### config.mk
export PLATFORM = sky130hd
export DESIGN_NAME = coin_acceptor_flat
export DESIGN_NICKNAME = d
export VERILOG_FILES = /design/src/rtl/coin_acceptor_if.sv /design/src/rtl/coin_acceptor.sv /design/src/flat_wrapper.sv
export SDC_FILE = /design/constraint.sdc
export NUM_CORES = 1
export LEC_CHECK = 0
export CAP_MARGIN = 15
export CORE_ASPECT_RATIO = 0.9
export CORE_MARGIN = 2
export CORE_UTILIZATION = 45
export CTS_CLUSTER_SIZE = 30
export DETAILED_ROUTE_END_ITERATION = 7
export PLACE_DENSITY = 0.68
export SYNTH_ARGS = -nofsm -noshare
export SYNTH_HDL_FRONTEND = slang
export SYNTH_SLANG_ARGS = --single-unit
### constraint.sdc
create_clock -name clk -period 2.3 [get_ports clk]
set_clock_uncertainty 0.15 [all_clocks]
set_input_delay 0.345 -clock clk [delete_from_list [all_inputs] [get_ports clk]]
set_output_delay 0.345 -clock clk [all_outputs]
set_load 0.02 [all_outputs]
### src/rtl/coin_acceptor_if.sv
// Coin-acceptor bus: raw slot switches and enable in, clean coin events
// and status counters out. The master side is the coin mechanism and
// machine controller; the slave side is the acceptor itself.
interface coin_acceptor_if #(
    parameter int FIFO_DEPTH = 4,
    parameter int CNT_W      = 8
);

    logic                          coin5_raw;
    logic                          coin10_raw;
    logic                          accept_en;
    logic [1:0]                    coin_code;
    logic                          coin_reject;
    logic [$clog2(FIFO_DEPTH):0]   fifo_level;
    logic [CNT_W-1:0]              coin_count;
    logic [CNT_W-1:0]              reject_count;

    modport master (
        output coin5_raw,
        output coin10_raw,
        output accept_en,
        input  coin_code,
        input  coin_reject,
        input  fifo_level,
        input  coin_count,
        input  reject_count
    );

    modport slave (
        input  coin5_raw,
        input  coin10_raw,
        input  accept_en,
        output coin_code,
        output coin_reject,
        output fifo_level,
        output coin_count,
        output reject_count
    );

endinterface

### src/rtl/coin_acceptor.sv
// Coin acceptor front end: synchronises and debounces the two coin-slot
// switches, classifies each clean insertion as accepted or rejected, and
// queues accepted coins so the vending FSM sees at most one per cycle.
// Channel index 0 is the 5 rs slot, index 1 is the 10 rs slot.
module coin_acceptor #(
    parameter int DEBOUNCE_CYCLES = 16,
    parameter int FIFO_DEPTH      = 4,
    parameter int CNT_W           = 8
) (
    input  logic           clk,
    input  logic           rst,
    coin_acceptor_if.slave bus
);

    localparam int PTR_W = $clog2(FIFO_DEPTH);
    localparam int LVL_W = PTR_W + 1;

    localparam logic [7:0]       DEB_LAST  = 8'(DEBOUNCE_CYCLES - 1);
    localparam logic [LVL_W-1:0] LVL_FULL  = LVL_W'(FIFO_DEPTH);
    localparam logic [CNT_W-1:0] CNT_MAX   = '1;

    localparam logic [1:0] CODE_NONE = 2'b00;
    localparam logic [1:0] CODE_5    = 2'b01;
    localparam logic [1:0] CODE_10   = 2'b10;

    // Classification verdict for the current cycle.
    localparam logic [1:0] VERDICT_IDLE   = 2'd0;
    localparam logic [1:0] VERDICT_ACCEPT = 2'd1;
    localparam logic [1:0] VERDICT_REJECT = 2'd2;

    // ------------------------------------------------------------------
    // Synchroniser state. sync_vld_q marks when sync2_q holds a real
    // sample rather than its reset value, so arming cannot be fooled by
    // the zeros loaded at reset.
    // ------------------------------------------------------------------
    logic [1:0] sync1_q;
    logic [1:0] sync2_q;
    logic [1:0] sync_vld_q;

    // Two-flop synchroniser per channel plus the sample-valid shifter.
    // NOTE: sequential state uses non-blocking assignments so every flop
    // samples the pre-edge value of its neighbours; blocking here would
    // collapse the two stages into one.
    always_ff @(posedge clk or negedge rst) begin
        if (!rst) begin
            sync1_q    <= '0;
            sync2_q    <= '0;
            sync_vld_q <= '0;
        end else begin
            sync1_q    <= {bus.coin10_raw, bus.coin5_raw};
            sync2_q    <= sync1_q;
            sync_vld_q <= {sync_vld_q[0], 1'b1};
        end
    end

    // ------------------------------------------------------------------
    // Debounce and arming
    // ------------------------------------------------------------------
    logic [1:0][7:0] deb_cnt_q, deb_cnt_d;
    logic [1:0]      stable_q, stable_d;
    logic [1:0]      stable_prev_q;
    logic [1:0]      armed_q, armed_d;

    // Count cycles of disagreement; toggle the stable level once the
    // disagreement has held for the full debounce window.
    // NOTE: every signal written here gets a default first, so no path
    // leaves it unassigned and no latch is inferred.
    always_comb begin
        deb_cnt_d = '0;
        stable_d  = stable_q;
        for (int ch = 0; ch < 2; ch++) begin
            if (sync2_q[ch] != stable_q[ch]) begin
                if (deb_cnt_q[ch] == DEB_LAST) begin
                    stable_d[ch] = ~stable_q[ch];
                end else begin
                    deb_cnt_d[ch] = deb_cnt_q[ch] + 8'd1;
                end
            end
        end
        armed_d = armed_q | (sync_vld_q[1] ? ~sync2_q : 2'b00);
    end

    // Debounce counters, stable levels, their one-cycle history and arming.
    always_ff @(posedge clk or negedge rst) begin
        if (!rst) begin
            deb_cnt_q     <= '0;
            stable_q      <= '0;
            stable_prev_q <= '0;
            armed_q       <= '0;
        end else begin
            deb_cnt_q     <= deb_cnt_d;
            stable_q      <= stable_d;
            stable_prev_q <= stable_q;
            armed_q       <= armed_d;
        end
    end

    // ------------------------------------------------------------------
    // Classification
    // ------------------------------------------------------------------
    logic [1:0]       rise;
    logic [LVL_W-1:0] wr_ptr_q, rd_ptr_q;
    logic [LVL_W-1:0] fifo_level;
    logic             fifo_full;
    logic             fifo_empty;
    logic [1:0]       verdict;
    logic [1:0]       push_code;

    assign rise       = stable_q & ~stable_prev_q & armed_q;
    assign fifo_level = wr_ptr_q - rd_ptr_q;
    assign fifo_full  = (fifo_level == LVL_FULL);
    assign fifo_empty = (fifo_level == '0);

    // Decide what to do with a fresh insertion; first matching rule wins.
    always_comb begin
        verdict   = VERDICT_IDLE;
        push_code = CODE_NONE;
        if (rise == 2'b11) begin
            // Two coins dropped together: one reject for the pair.
            verdict = VERDICT_REJECT;
        end else if ((rise[0] && stable_q[1]) || (rise[1] && stable_q[0])) begin
            // A coin arrived while the other slot is still occupied.
            verdict = VERDICT_REJECT;
        end else if (rise != 2'b00) begin
            if (!bus.accept_en || fifo_full) begin
                verdict = VERDICT_REJECT;
            end else begin
                verdict   = VERDICT_ACCEPT;
                push_code = rise[0] ? CODE_5 : CODE_10;
            end
        end
    end

    // ------------------------------------------------------------------
    // Event FIFO and output stage
    // ------------------------------------------------------------------
    logic [1:0]       fifo_mem [FIFO_DEPTH];
    logic             push;
    logic             pop;
    logic [1:0]       coin_code_q;
    logic             coin_reject_q;
    logic [CNT_W-1:0] coin_cnt_q;
    logic [CNT_W-1:0] reject_cnt_q;

    assign push = (verdict == VERDICT_ACCEPT);
    assign pop  = !fifo_empty;

    // Storage for buffered coin codes.
    // NOTE: the storage array has no reset; the pointers define which
    // entries are meaningful, so clearing the data would only cost logic.
    always_ff @(posedge clk) begin
        if (push) begin
            fifo_mem[wr_ptr_q[PTR_W-1:0]] <= push_code;
        end
    end

    // Pointers, registered coin output, reject pulse and saturating counters.
    always_ff @(posedge clk or negedge rst) begin
        if (!rst) begin
            wr_ptr_q      <= '0;
            rd_ptr_q      <= '0;
            coin_code_q   <= CODE_NONE;
            coin_reject_q <= 1'b0;
            coin_cnt_q    <= '0;
            reject_cnt_q  <= '0;
        end else begin
            if (push) begin
                wr_ptr_q <= wr_ptr_q + LVL_W'(1);
            end
            if (pop) begin
                rd_ptr_q    <= rd_ptr_q + LVL_W'(1);
                coin_code_q <= fifo_mem[rd_ptr_q[PTR_W-1:0]];
            end else begin
                coin_code_q <= CODE_NONE;
            end
            coin_reject_q <= (verdict == VERDICT_REJECT);
            if (push && coin_cnt_q != CNT_MAX) begin
                coin_cnt_q <= coin_cnt_q + CNT_W'(1);
            end
            if (verdict == VERDICT_REJECT && reject_cnt_q != CNT_MAX) begin
                reject_cnt_q <= reject_cnt_q + CNT_W'(1);
            end
        end
    end

    assign bus.coin_code    = coin_code_q;
    assign bus.coin_reject  = coin_reject_q;
    assign bus.fifo_level   = fifo_level;
    assign bus.coin_count   = coin_cnt_q;
    assign bus.reject_count = reject_cnt_q;

endmodule
### src/flat_wrapper.sv
// flat-port wrapper written by rule: the top's interface ports become plain ports
module coin_acceptor_flat 
#(
    parameter int DEBOUNCE_CYCLES = 16,
    parameter int FIFO_DEPTH      = 4,
    parameter int CNT_W           = 8
)
  (clk, rst, bus_coin5_raw, bus_coin10_raw, bus_accept_en, bus_coin_code, bus_coin_reject, bus_fifo_level, bus_coin_count, bus_reject_count);
  coin_acceptor_if #(.FIFO_DEPTH(FIFO_DEPTH), .CNT_W(CNT_W)) bus_i ();
  input  logic clk;
  input  logic rst;
  input wire logic [$bits(bus_i.coin5_raw)-1:0] bus_coin5_raw;
  input wire logic [$bits(bus_i.coin10_raw)-1:0] bus_coin10_raw;
  input wire logic [$bits(bus_i.accept_en)-1:0] bus_accept_en;
  output wire logic [$bits(bus_i.coin_code)-1:0] bus_coin_code;
  output wire logic [$bits(bus_i.coin_reject)-1:0] bus_coin_reject;
  output wire logic [$bits(bus_i.fifo_level)-1:0] bus_fifo_level;
  output wire logic [$bits(bus_i.coin_count)-1:0] bus_coin_count;
  output wire logic [$bits(bus_i.reject_count)-1:0] bus_reject_count;
  assign bus_i.coin5_raw = bus_coin5_raw;
  assign bus_i.coin10_raw = bus_coin10_raw;
  assign bus_i.accept_en = bus_accept_en;
  assign bus_coin_code = bus_i.coin_code;
  assign bus_coin_reject = bus_i.coin_reject;
  assign bus_fifo_level = bus_i.fifo_level;
  assign bus_coin_count = bus_i.coin_count;
  assign bus_reject_count = bus_i.reject_count;
  coin_acceptor #(.DEBOUNCE_CYCLES(DEBOUNCE_CYCLES), .FIFO_DEPTH(FIFO_DEPTH), .CNT_W(CNT_W)) u_core (.clk(clk), .rst(rst), .bus(bus_i));
endmodule
### Yosys cells after proc, flatten, opt, wreduce, memory -nomap -nowiden

Memory sizes are Yosys's and may differ from the RTL's.
Cells that the tools add are included.

* memory bits (writable): 8
* register bits: 53
* memories: 1

Memory list
* u_core.fifo_mem: depth 4, bits a word 2, rd ports 1, clocked after memory_dff 0, wr ports 1, RTL line coin_acceptor.sv:137 `logic [1:0] fifo_mem [FIFO_DEPTH];`

* add/sub/neg operators: 7
* bitwise operators: 7
* equal/unequal tests: 10
* reduce and logical (&&, ||, !) cells: 11
* mux-type cells: 17

Operators with widths (count)
* 8-bit by 1-bit adder with 8-bit output (second input constant): 4
* 8-bit two-way mux: 4
* 2-bit two-way mux: 11
* 8-bit by 4-bit == test with 1-bit output (second input constant): 2
* 8-bit != test (second input constant): 2
* 3-bit by 1-bit adder with 3-bit output (second input constant): 2
* 2-bit bitwise AND: 2
* 2-bit == test (second input constant): 2
* 1-bit logical AND: 4
* 2-bit inverter: 2
* 2-bit AND reduction: 2
* 3-bit == test (second input constant): 1
* 3-bit zero test: 1
* 3-bit subtractor: 1
* 2-bit by 1-bit == test with 1-bit output (second input constant): 1
* 1-bit logical OR: 2
* 1-bit two-way mux: 2
* 1-bit != test: 2
* 1-bit inverter: 2
* 2-bit bitwise OR: 1
* 2-bit nonzero test: 1
* 1-bit zero test: 1

### Logic depth before layout (Yosys ltp)

* word-level depth: 10
* gate-level depth with buffers: 8

### Least setup slack after synthesis

Ideal clock, no wire load.

* path kind: register to register
* start point: register u_core.rd_ptr_q[0]
* end point: register u_core.coin_cnt_q[1], in the netlist u_core.bus.coin_count[1]
* required time: 2.025 ns
* arrival: 2.359 ns
* period minus slack after synthesis: 2.634 ns
* path buffers: 0
* cell stages (with the launch flop): 7
* library setup time: 0.125 ns
* setup slack: -0.334 ns
* cells stage by stage: dfrtp_1 -> ha_1 -> fa_1 -> xor3_2 -> a221oi_4 -> o21ai_4 -> mux2_4

* cells in the longest elaborated chain, start to end: 9

RTL lines
* start, declared: RTL line coin_acceptor.sv:102 `logic [LVL_W-1:0] wr_ptr_q, rd_ptr_q;`
* start signal, assigned: RTL line coin_acceptor.sv:171 `rd_ptr_q <= rd_ptr_q + LVL_W'(1);`
* 3-bit subtractor: RTL line coin_acceptor.sv:110 `assign fifo_level = wr_ptr_q - rd_ptr_q;`
* net bus_fifo_level[2]: RTL line flat_wrapper.sv:17 `output wire logic [$bits(bus_i.fifo_level)-1:0] bus_fifo_level;`
* 3-bit == test: RTL line coin_acceptor.sv:111 `assign fifo_full = (fifo_level == LVL_FULL);`
* 1-bit logical OR: RTL line coin_acceptor.sv:125 `if (!bus.accept_en || fifo_full) begin`
* 2-bit two-way mux: RTL line coin_acceptor.sv:125
* 2-bit two-way mux: RTL line coin_acceptor.sv:124 `end else if (rise != 2'b00) begin`
* 2-bit two-way mux: RTL line coin_acceptor.sv:121 `end else if ((rise[0] && stable_q[1]) || (rise[1] && stable_q[0])) begin`
* 2-bit two-way mux: RTL line coin_acceptor.sv:118 `if (rise == 2'b11) begin`
* 2-bit by 1-bit == test with 1-bit output: RTL line coin_acceptor.sv:145 `assign push = (verdict == VERDICT_ACCEPT);`
* 1-bit logical AND: RTL line coin_acceptor.sv:177 `if (push && coin_cnt_q != CNT_MAX) begin`
* end signal, assigned: RTL line coin_acceptor.sv:178 `coin_cnt_q <= coin_cnt_q + CNT_W'(1);`
* end, declared: RTL line coin_acceptor.sv:142 `logic [CNT_W-1:0] coin_cnt_q;`

The timed path passes the listed nets, and every way through them passes these cells.
A chain may end at the register's enable or synchronous reset.

### Final worst setup path

* start point: register u_core.rd_ptr_q[0]
* end point: register u_core.coin_cnt_q[1], in the netlist u_core.bus.coin_count[1]

* cells in the longest elaborated chain, start to end: 9

RTL lines (RTL line)
* 3-bit subtractor: coin_acceptor.sv:110
* 3-bit == test: coin_acceptor.sv:111
* 1-bit logical OR: coin_acceptor.sv:125
* 2-bit two-way mux: coin_acceptor.sv:125
* 2-bit two-way mux: coin_acceptor.sv:124
* 2-bit two-way mux: coin_acceptor.sv:121
* 2-bit two-way mux: coin_acceptor.sv:118
* 2-bit by 1-bit == test with 1-bit output: coin_acceptor.sv:145
* 1-bit logical AND: coin_acceptor.sv:177

Every way passes these cells.

==> results.tsv <==
stage	metric	value	unit
status	status	finished, violations left	
status	failing checks	setup timing	
synth	main combinational cell family by area after synthesis	simple AND/OR/NAND/NOR gates	
layout	nets	289	
global_routing	initial antenna violation count	0	
synth	Syn Inst Count	218	
synth	Synth Area in Simple Gates	16.2	%
drt	DR WL/cell	13.3	µm
layout	final instance area	3510	µm²
hold_path	Hold WC Path Type	flip-flop to flip-flop	
synth	register area share after synthesis	57.9	%
drt	vias per cell	4.95	
global_routing	largest net degree at the start of global routing	23	
synth	Yosys Warn Count	0	
layout	filler instances	479	
pwr	Power Internal	2290	µW
place	placed insts	326	
drt	initial DRC count	41	
place	hpwl dp	3.16	mm
pwr	worst vdd ir	0.000815	V
clocking	clock buffer depth	2	
run	max cap viols	0	
timing	Final period util	104	%
drt	WL final	4.63	mm
timing	Final Setup Violations	23	
pwr	leakage	0.00161	µW
hold_path	Hold Path End	u_core.sync2_q[1]	
layout	filler-free cell count of the finished design	348	
clocking	TritonCTS clock tree	done	
global_routing	vias in the first global route	1699	
layout	FF+latch area	1570	µm²
synth	Synth Area in Compound Gates	4.12	%
drt	DR DRC count	0	
drt	Final ANT Viol Nets	0	
floorplan	Initial Util	47.2	%
drt	TritonRoute pass-1 iters	4	
pwr	Seq pwr share	38.4	%
critical_path	worst reg2reg startpoint	u_core.rd_ptr_q[0]	
layout	Area Growth Syn to Fin	29.9	%
layout	area used by multi-input combinational logic	1160	µm²
floorplan	DIE HEIGHT	77.5	µm
critical_path	path depth of the worst reg2reg path	7	
pwr	sw frac	26.0	%
floorplan	DIE AREA	6650	µm²
synth	adder-cell share of the synthesized area	5.37	%
global_routing	Total Routing Usage GR	15.2	%
drt	via count	1722	
synth	Netlist cell types	36	
critical_path	CP max-delay cell	fa_2	
place	dpl cell area	3190	µm²
synth	syn avg cell area	12.4	µm²
hold_path	worst hold stages	0	
layout	share of cells above drive strength 1	23.0	%
timing	Fin. Hold Viols	0	
timing	Period minus WS final	2.39	ns
clocking	clk slew on worst S/H paths	0.07	ns
synth	cell area after synthesis	2700	µm²
critical_path	Worst path max stage delay	0.47	ns
critical_path	startpoint types	flip-flop	
global_routing	global route overflow	0	
timing	final worst slack	-0.0933	ns
clocking	CTS buffer count	9	
floorplan	io pins	27	
critical_path	crit path kind	flip-flop to flip-flop	
clocking	Clock Sinks	61	
synth	syn_nets	234	
critical_path	critical-path maximum fanout	9	
floorplan	die width	85.7	µm
layout	most frequent cells in the layout	52 x dfrtp_1, 23 x clkdlybuf4s50_1, 18 x nor2_1	
floorplan	Rows	26	
floorplan	Core Area	5730	µm²
global_routing	first-pass GRT wire length	7.68	mm
critical_path	Req. time, crit path	2.36	ns
place	Buffers on Ports	26	
timing	f_max	418	MHz
clocking	Clock Latency Late Sink	0.33	ns
pwr	P per Cell Area	883	nW/µm²
synth	mux share of post-synthesis cell area	3.05	%
synth	synth top area cells	dfrtp_1 49%, edfxtp_1 8.9%, xnor2_1 5.8%, xor2_1 4.9%, ha_1 4.6%	
critical_path	RR Endpoint	u_core.bus.coin_count[1]	
synth	area leader, netlist	dfrtp_1	
critical_path	CP Capture Type	flip-flop	
clocking	CTS Root Cell	clkbuf_8	
layout	ANT cells	0	
hold_path	hold wc startpoint	u_core.sync1_q[1]	
critical_path	critical path arrival	2.46	ns
layout	commonest non-fill, non-tap cell in the layout	dfrtp_1	
place	GPL Wtd Cong	0.763	
pwr	combinational share of power	26.0	%
critical_path	r2r setup slk	-0.09	ns
synth	xor and xnor area share after synthesis	11.6	%
critical_path	crit path cell chain	ha_4 > fa_2 > and2_4 > a221oi_4 > buf_12 > o21ai_4 > mux2_4	
clocking	CTS H-tree depth	3	
timing	RSZ-0062 raised after global routing	true	
synth	area share of the largest cell type after synthesis	49.1	%
timing	max-slew violations	0	
pwr	Clk network pwr share	35.6	%
pwr	Net Switching	808	µW
synth	Seq cells post-synth	61	
-- layout make-up --
cell class | instances | area share (%)
repair buffers | 46 | 12.1
well taps | 70 | 2.49
inverters | 9 | 0.962
clock inverters | 3 | 1.85
clock buffers | 13 | 4.85
flip-flops and latches | 61 | 44.6
multi-input cells | 146 | 33.1
-- layer usage --
layer / routed length [µm] / track usage (%) / vias up
li1: - / - / 846
met1: 2150 / 18.9 / 835
met2: 2220 / 23.7 / 39
met3: 232 / 6.60 / 2
met4: 29 / 5.24 / 0
met5: 0 / 0 / -
-- cell families (layout without fill, tap and decap cells) --
logic type | Yosys count | count (layout)
and+or+nand+nor | 83 | 83
xor gates and xnor gates | 34 | 34
other | 1 | 1
DFF | 61 | 61
buffers and inverters | 11 | 71
adders and majority gates | 11 | 11
muxes | 5 | 5
AOI/OAI and AO/OA | 12 | 12
-- worst max-delay path by stage --
stage	endpoint	from
6_report	u_core.bus.coin_count[1]	u_core.rd_ptr_q[0]
5_1_grt	u_core.bus.reject_count[4]	u_core.rd_ptr_q[0]
4_1_cts	u_core.bus.coin_count[1]	u_core.rd_ptr_q[0]
3_5_place_dp	u_core.bus.coin_count[1]	u_core.rd_ptr_q[0]
3_3_place_gp	u_core.bus.coin_count[1]	u_core.rd_ptr_q[0]
2_1_floorplan	u_core.bus.coin_count[1]	u_core.rd_ptr_q[0]
-- stage by stage --
stage               hold slack (ns)  total power [µW]  setup slack (ns)  TNS, ns  util, %
detailed placement            0.130              1840           -0.0957   -0.603     55.6
CTS                           0.199              2970           -0.0891   -0.640     60.2
finish                        0.199              3100           -0.0933   -0.948     61.3
global placement              0.131              1830           -0.0526  -0.0781     55.6
global route                  0.206              3260            -0.147    -2.71     61.3
floorplan                    -0.101              1570            -0.236    -2.65        -
-- power by group through the flow --
stage	Combinational [µW]	Sequential [µW]	Clock (µW)
after floorplan	330	1230	0
after global placement	619	1210	0
after detailed placement	626	1210	0
after CTS	641	1190	1140
after global routing	881	1200	1180
final	807	1190	1100
-- cells in the mapped netlist, drive strengths merged --
| master | n |
|---|---|
| or2 | 1 |
| dfrtp | 53 |
| a31oi | 1 |
| o21ai | 5 |
| conb | 1 |
| nand3 | 10 |
| and3 | 8 |
| a21o | 2 |
| fa | 1 |
| mux2 | 3 |
| nand3b | 2 |
| a21oi | 1 |
| nand4bb | 2 |
| xor3 | 1 |
| o211ai | 1 |
| nor4 | 2 |
| and2 | 8 |
| nor2b | 4 |
| xor2 | 15 |
| xnor2 | 18 |
| ha | 10 |
| edfxtp | 8 |
| nand2 | 18 |
| nor2 | 20 |
| a22o | 1 |
| mux4 | 2 |
| a221oi | 1 |
| inv | 9 |
| nand4 | 4 |
| nor3 | 3 |
| and4 | 1 |
| clkbuf | 2 |
-- flip-flops by register name (all words and copies together), names as in the netlist, 2 cells and up --
name                     count
u_core.rd_ptr_q              3
u_core.bus.coin_code         2
u_core.sync2_q               2
u_core.sync1_q               2
u_core.fifo_mem              8
u_core.armed_q               2
u_core.stable_q              2
u_core.deb_cnt_q            16
u_core.wr_ptr_q              3
u_core.bus.coin_count        8
u_core.stable_prev_q         2
u_core.bus.reject_count      8
u_core.sync_vld_q            2
-- worst max-delay path: cells and delay by family, from the launching register on --
kind / cells / cell delay, ns
AOI/OAI and AO/OA: 2 / 0.40
adders and majority gates: 2 / 0.64
buffers and inverters: 1 / 0.16
DFF: 1 / 0.43
muxes: 1 / 0.30
and+or+nand+nor: 1 / 0.20
-- repair_timing --
action | in CTS | in global routing
hold buffers | 1 | 0
resized for setup | 12 | 10
setup buffers | 2 | 3
pin swaps | 1 | 4
endpoints found under the hold margin | 14 | 0
setup endpoints to repair | 20 | 36
Power figures use the tool's default switching activity.
